==> src/rtl/dmem_bus_master_pkg.sv <==
// Shared types and constants for the data-memory/IO bus master.
package dmem_bus_master_pkg;

  localparam int unsigned ADDR_W = 16;
  localparam int unsigned DATA_W = 16;

  localparam logic [ADDR_W-1:0] IO_SW_ADDR   = 16'hfff0;
  localparam logic [ADDR_W-1:0] IO_DISP_ADDR = 16'hfffa;

  typedef enum logic [1:0] {
    S_IDLE = 2'd0,
    S_RD   = 2'd1,
    S_WR   = 2'd2,
    S_ERR  = 2'd3
  } state_e;

  typedef enum logic [1:0] {
    DEC_OK_RAM = 2'd0,
    DEC_OK_SW  = 2'd1,
    DEC_OK_DSP = 2'd2,
    DEC_ERR    = 2'd3
  } decode_e;

  typedef struct packed {
    logic              write;
    logic [ADDR_W-1:0] addr;
    logic [DATA_W-1:0] wdata;
  } req_t;

  // Map a request onto RAM, the switch port, the display port, or an error.
  function automatic decode_e decode_req(input logic              write,
                                         input logic [ADDR_W-1:0] addr,
                                         input int unsigned       mem_words,
                                         input logic [ADDR_W-1:0] io_sw,
                                         input logic [ADDR_W-1:0] io_disp);
    decode_e dec;
    if (32'(addr) < mem_words)          dec = DEC_OK_RAM;
    else if (addr == io_sw && !write)   dec = DEC_OK_SW;
    else if (addr == io_disp && write)  dec = DEC_OK_DSP;
    else                                dec = DEC_ERR;
    return dec;
  endfunction

endpackage

==> src/rtl/dmem_req_fifo.sv <==
// Request FIFO: DEPTH entries of {write, addr, wdata}, head visible combinationally.
module dmem_req_fifo
  import dmem_bus_master_pkg::*;
#(
  parameter int unsigned DEPTH = 2
) (
  input  logic                   clock,
  input  logic                   reset,
  input  logic                   push,
  input  req_t                   push_data,
  input  logic                   pop,
  output req_t                   head,
  output logic                   full_c,
  output logic                   empty_c,
  output logic [$clog2(DEPTH):0] count
);

  localparam int unsigned PTR_W = $clog2(DEPTH);
  localparam int unsigned CNT_W = PTR_W + 1;

  req_t             mem [DEPTH];
  logic [PTR_W-1:0] wr_ptr;
  logic [PTR_W-1:0] rd_ptr;
  logic             do_push;
  logic             do_pop;

  assign full_c  = (count == CNT_W'(DEPTH));
  assign empty_c = (count == '0);
  assign do_pop  = pop & ~empty_c;
  // A full FIFO still takes a push when the head leaves in the same cycle.
  assign do_push = push & (~full_c | do_pop);
  assign head    = mem[rd_ptr];

  always_ff @(posedge clock) begin
    if (do_push) mem[wr_ptr] <= push_data;
  end

  always_ff @(posedge clock or posedge reset) begin
    if (reset) begin
      wr_ptr <= '0;
      rd_ptr <= '0;
      count  <= '0;
    end else begin
      if (do_push) wr_ptr <= wr_ptr + 1'b1;
      if (do_pop)  rd_ptr <= rd_ptr + 1'b1;
      unique case ({do_push, do_pop})
        2'b10:   count <= count + 1'b1;
        2'b01:   count <= count - 1'b1;
        default: count <= count;
      endcase
    end
  end

endmodule

==> src/rtl/dmem_bus_master.sv <==
// Initiator on the data-memory/IO bus: queues load/store requests, runs one
// bus cycle per request and returns an in-order response pulse.
module dmem_bus_master
  import dmem_bus_master_pkg::*;
#(
  parameter int unsigned DEPTH     = 2,
  parameter int unsigned MEM_WORDS = 128,
  parameter logic [15:0] IO_SW     = IO_SW_ADDR,
  parameter logic [15:0] IO_DISP   = IO_DISP_ADDR
) (
  input  logic        clock,
  input  logic        reset,
  input  logic        req_valid,
  output logic        req_ready,
  input  logic        req_write,
  input  logic [15:0] req_addr,
  input  logic [15:0] req_wdata,
  output logic        rsp_valid,
  output logic        rsp_write,
  output logic [15:0] rsp_rdata,
  output logic        rsp_err,
  output logic [15:0] dm_addr,
  output logic [15:0] dm_wdata,
  output logic        dm_write,
  output logic        dm_read,
  input  logic [15:0] dm_rdata
);

  localparam int unsigned CNT_W = $clog2(DEPTH) + 1;

  req_t             push_req;
  req_t             head_req;
  logic             fifo_full;
  logic             fifo_empty;
  logic [CNT_W-1:0] fifo_count;
  logic             push;
  logic             pop;
  decode_e          head_dec;
  state_e           state;
  logic             cur_write;

  assign push_req  = {req_write, req_addr, req_wdata};
  assign req_ready = (fifo_count != CNT_W'(DEPTH));
  assign push      = req_valid & ~fifo_full;
  assign pop       = (state == S_IDLE) & ~fifo_empty;

  always_comb begin
    head_dec = decode_req(head_req.write, head_req.addr, MEM_WORDS, IO_SW, IO_DISP);
  end

  dmem_req_fifo #(
    .DEPTH (DEPTH)
  ) u_fifo (
    .clock     (clock),
    .reset     (reset),
    .push      (push),
    .push_data (push_req),
    .pop       (pop),
    .head      (head_req),
    .full_c    (fifo_full),
    .empty_c   (fifo_empty),
    .count     (fifo_count)
  );

  // Bus FSM: strobes and response fields are pulses, cleared every cycle by default.
  always_ff @(posedge clock or posedge reset) begin
    if (reset) begin
      state     <= S_IDLE;
      cur_write <= 1'b0;
      dm_addr   <= '0;
      dm_wdata  <= '0;
      dm_write  <= 1'b0;
      dm_read   <= 1'b0;
      rsp_valid <= 1'b0;
      rsp_write <= 1'b0;
      rsp_rdata <= '0;
      rsp_err   <= 1'b0;
    end else begin
      dm_write  <= 1'b0;
      dm_read   <= 1'b0;
      rsp_valid <= 1'b0;
      rsp_write <= 1'b0;
      rsp_rdata <= '0;
      rsp_err   <= 1'b0;
      unique case (state)
        S_IDLE: begin
          if (!fifo_empty) begin
            cur_write <= head_req.write;
            if (head_dec == DEC_ERR) begin
              state <= S_ERR;
            end else begin
              // Address and data only move when a real bus cycle follows.
              dm_addr <= head_req.addr;
              if (head_req.write) begin
                dm_wdata <= head_req.wdata;
                dm_write <= 1'b1;
                state    <= S_WR;
              end else begin
                dm_read <= 1'b1;
                state   <= S_RD;
              end
            end
          end
        end
        S_RD: begin
          rsp_valid <= 1'b1;
          rsp_rdata <= dm_rdata;
          state     <= S_IDLE;
        end
        S_WR: begin
          rsp_valid <= 1'b1;
          rsp_write <= 1'b1;
          state     <= S_IDLE;
        end
        S_ERR: begin
          rsp_valid <= 1'b1;
          rsp_write <= cur_write;
          rsp_err   <= 1'b1;
          state     <= S_IDLE;
        end
        default: state <= S_IDLE;
      endcase
    end
  end

endmodule
==> config.mk <==
export PLATFORM = sky130hd
export DESIGN_NAME = dmem_bus_master
export DESIGN_NICKNAME = d
export VERILOG_FILES = /design/src/rtl/dmem_bus_master_pkg.sv /design/src/rtl/dmem_req_fifo.sv /design/src/rtl/dmem_bus_master.sv
export SDC_FILE = /design/constraint.sdc
export NUM_CORES = 1
export LEC_CHECK = 0
export CAP_MARGIN = 20
export CORE_UTILIZATION = 54
export DETAILED_ROUTE_END_ITERATION = 8
export PLACE_DENSITY = 0.95
export SETUP_SLACK_MARGIN = 0.02
export SLEW_MARGIN = 20
export SYNTH_ARGS = -nofsm -noshare
export SYNTH_HDL_FRONTEND = slang
export SYNTH_HIERARCHICAL = 1
export SYNTH_SLANG_ARGS = --single-unit
==> constraint.sdc <==
create_clock -name clock -period 4.9 [get_ports clock]
set_input_delay 0.98 -clock clock [delete_from_list [all_inputs] [get_ports clock]]
set_output_delay 0.98 -clock clock [all_outputs]
set_load 0.05 [all_outputs]
==> metrics.yaml <==
outcome: "finished, final reports clean"
io_buffers: 105
clockBufferDepth: 2
pin_count: 106
final_cell_area_mm2: 0.00648
clock_latency_ps: 520
post-synth-top-count-cell: "edfxtp_1"
coreArea_mm2: 0.00834
cellPowerDensity_mw_per_mm2: 577
drtPass1Iterations: 5
synth.avg_cell_area_um2: 16.9
setup_violations: 0
ctsHtreeMaxLevel: 4
ctsResizeCount: 0
fmax_mhz: 273
hold_path_class: "register to register"
clock_sinks: 126
post-cts-setup-buffers: 0
fin_nets: 449
synth_area_leader_cell: "edfxtp_1"
r2r-end: "dm_wdata[13]$_DFFE_PP0P_"
initial_core_util_pct: 56.8
r2r-start: "u_fifo/rd_ptr$_DFFE_PP0P_"
cts_buffers: 17
synth_area_mm2: 0.00474
finClkSkew_ps: 11.9
drt-initial-drc-count: 152
synth_nets: 332
grt_max_degree: 57
area_growth_syn_to_layout_pct: 36.7
grt_pass1_vias: 2958
gp_congestion: 0.774
die_area_mm2: 0.00916
die_h_um: 95.7
vias: 2786
cts_tree: "built"
async_flop_share_pct: 47.6
min_period_over_period_pct: 74.7
max-vdd-ir-drop_mv: 0.356
setup_tns_ps: 0
r2r_cells: 7
hold_depth: 1
pwr-share-comb_pct: 26.7
post-route-min-period_ps: 3660
totalWireLength_um: 10500
n_fill_cell: 446
grt_setup_unrepaired: "no"
synth_commonest_cells: "edfxtp_1 (66), dfrtp_1 (60), mux2_2 (47)"
synth_top_area_share_pct: 41.8
place_area_mm2: 0.00589
critical_path_class: "register to register"
routedWlPerCell_um: 20.4
cts_hold_buf: 0
drv_slew: 0
worst_slew_pin_slew_ps: 1040
synthTopCellsByArea: "edfxtp_1 (42%), dfrtp_1 (32%), mux2_2 (11%)"
diodes: 0
die_x_um: 95.7
ys_warn_count: 6
p_leak_uw: 0.00269
cp_max_fo: 19
cap_violations: 0
synth_edf_count: 66
antenna_found_initial: 0
synth-seq-cells: 126
synth_cells: 280
clockPowerShare_pct: 33.2
seqPwrFrac_pct: 40.1
layout.cells.non_filler: 515
intPower_uw: 2530
ant_nets: 0
placed_cells: 483
ys_seq_area_share_pct: 73.5
reg2reg_slack_ps: 1240
cp.arrival_ps: 4060
synthFlopType: "edfxtp_1"
start_kind: "register"
grt_first_pass_wirelength_um: 15700
clk_pin_slew_ps: 60
power_uw: 3740
track_usage_pct: 25.0
drc: 0
switching_power_uw: 1210
finalHoldViolCount: 0
grt_overflow_total: 0
max_slew_margin_pct: 30.2
via_per_inst: 5.41
endpoint_kind: "register"
dpl.hpwl_um: 6130
p_sw_share_pct: 32.3
required_ps: 5300
final_layout_size_suffix_gt1_share_pct: 24.4
hp-start: "dm_wdata[10]$_DFFE_PP0P_"
num_rows: 33
cts_root_buf: "clkbuf_8"
min_delay_worst_endpoint: "dm_wdata[10]$_DFFE_PP0P_"
ys_types: 35
## routing by layer
layer | share of wire [%] | global-route usage [%] | vias up
met5 | 0 | 0 | -
met4 | 1.5 | 9.95 | 0
li1 | - | - | 1248
met2 | 53 | 41.5 | 104
met1 | 40 | 30.5 | 1420
met3 | 5.2 | 7.81 | 14
## worst max path at each step
stage | from | endpoint | cells after the start
6_report | u_fifo/rd_ptr$_DFFE_PP0P_ | dm_wdata[13]$_DFFE_PP0P_ | 7
2_1_floorplan | req_valid | u_fifo/mem[0][0]$_DFFE_PP_ | 3
3_3_place_gp | u_fifo/rd_ptr$_DFFE_PP0P_ | dm_wdata[13]$_DFFE_PP0P_ | 7
3_5_place_dp | u_fifo/rd_ptr$_DFFE_PP0P_ | dm_wdata[13]$_DFFE_PP0P_ | 7
4_1_cts | u_fifo/rd_ptr$_DFFE_PP0P_ | dm_wdata[13]$_DFFE_PP0P_ | 7
5_1_grt | u_fifo/rd_ptr$_DFFE_PP0P_ | dm_wdata[12]$_DFFE_PP0P_ | 7
## cell families (layout without fill, tap and decap cells)
family / count (synthesis) / in the layout / synth area share [%]
xor+xnor: 2 / 2 / 0.370
flops: 126 / 126 / 73.5
buf+inv: 16 / 146 / 1.87
compound gates: 16 / 16 / 1.87
simple gates: 63 / 63 / 8.16
mux: 57 / 57 / 14.2
## flip-flops by register name, indices dropped and copies added (netlist names)
name,flops
rsp_err,1
u_fifo/count,2
u_fifo/rd_ptr,1
dm_wdata,16
dm_write,1
cur_write,1
rsp_valid,1
u_fifo/mem,66
rsp_rdata,16
dm_addr,16
dm_read,1
state,2
u_fifo/wr_ptr,1
rsp_write,1
## worst max-delay path, cell delays in order, from the launching register on
cell and delay [ps]:
dfrtp_1 900, buf_4 340, mux2_2 390, nand3_1 90, nand2_1 90, a21oi_2 470, or2_1 820, mux2_2 420
## power by group through the flow
stage | logic, uW | clock network [uW] | registers, uW
2_1_floorplan | 484 | 0 | 1670
3_3_place_gp | 942 | 0 | 1490
3_5_place_dp | 972 | 0 | 1510
4_1_cts | 999 | 1250 | 1500
5_1_grt | 1050 | 1300 | 1520
6_report | 998 | 1240 | 1500
## stage by stage
stage / utilization (%) / setup slack (ps) / hold slack [ps]
floorplan: - / 1770 / 458
global placement: 70.6 / 1440 / 486
detailed placement: 70.6 / 1320 / 498
CTS: 77.7 / 1250 / 511
global route: 77.7 / 1050 / 518
finish: 77.7 / 1240 / 511
## final cells by class
class / count / area (um^2) / share of cell area [%]
tap: 105 / 131 / 2.03
sequential: 126 / 3480 / 53.8
multi-input combinational: 138 / 1170 / 18.1
clock inverter: 10 / 97.6 / 1.51
timing repair buffer: 108 / 1070 / 16.6
clock buffer: 22 / 497 / 7.67
inverter: 6 / 22.5 / 0.348
## placed cells by master, fill, tap and decap left out, types with 5 or more instances in the layout
cell type and n:
clkdlybuf4s50_1 105, edfxtp_1 66, dfrtp_1 60, mux2_2 47, clkbuf_16 19, and2_1 17, nand2_1 13, o21ai_0 11
mux2_4 9, nor2_1 6, inv_1 5
(Power assumes the default switching activity.)
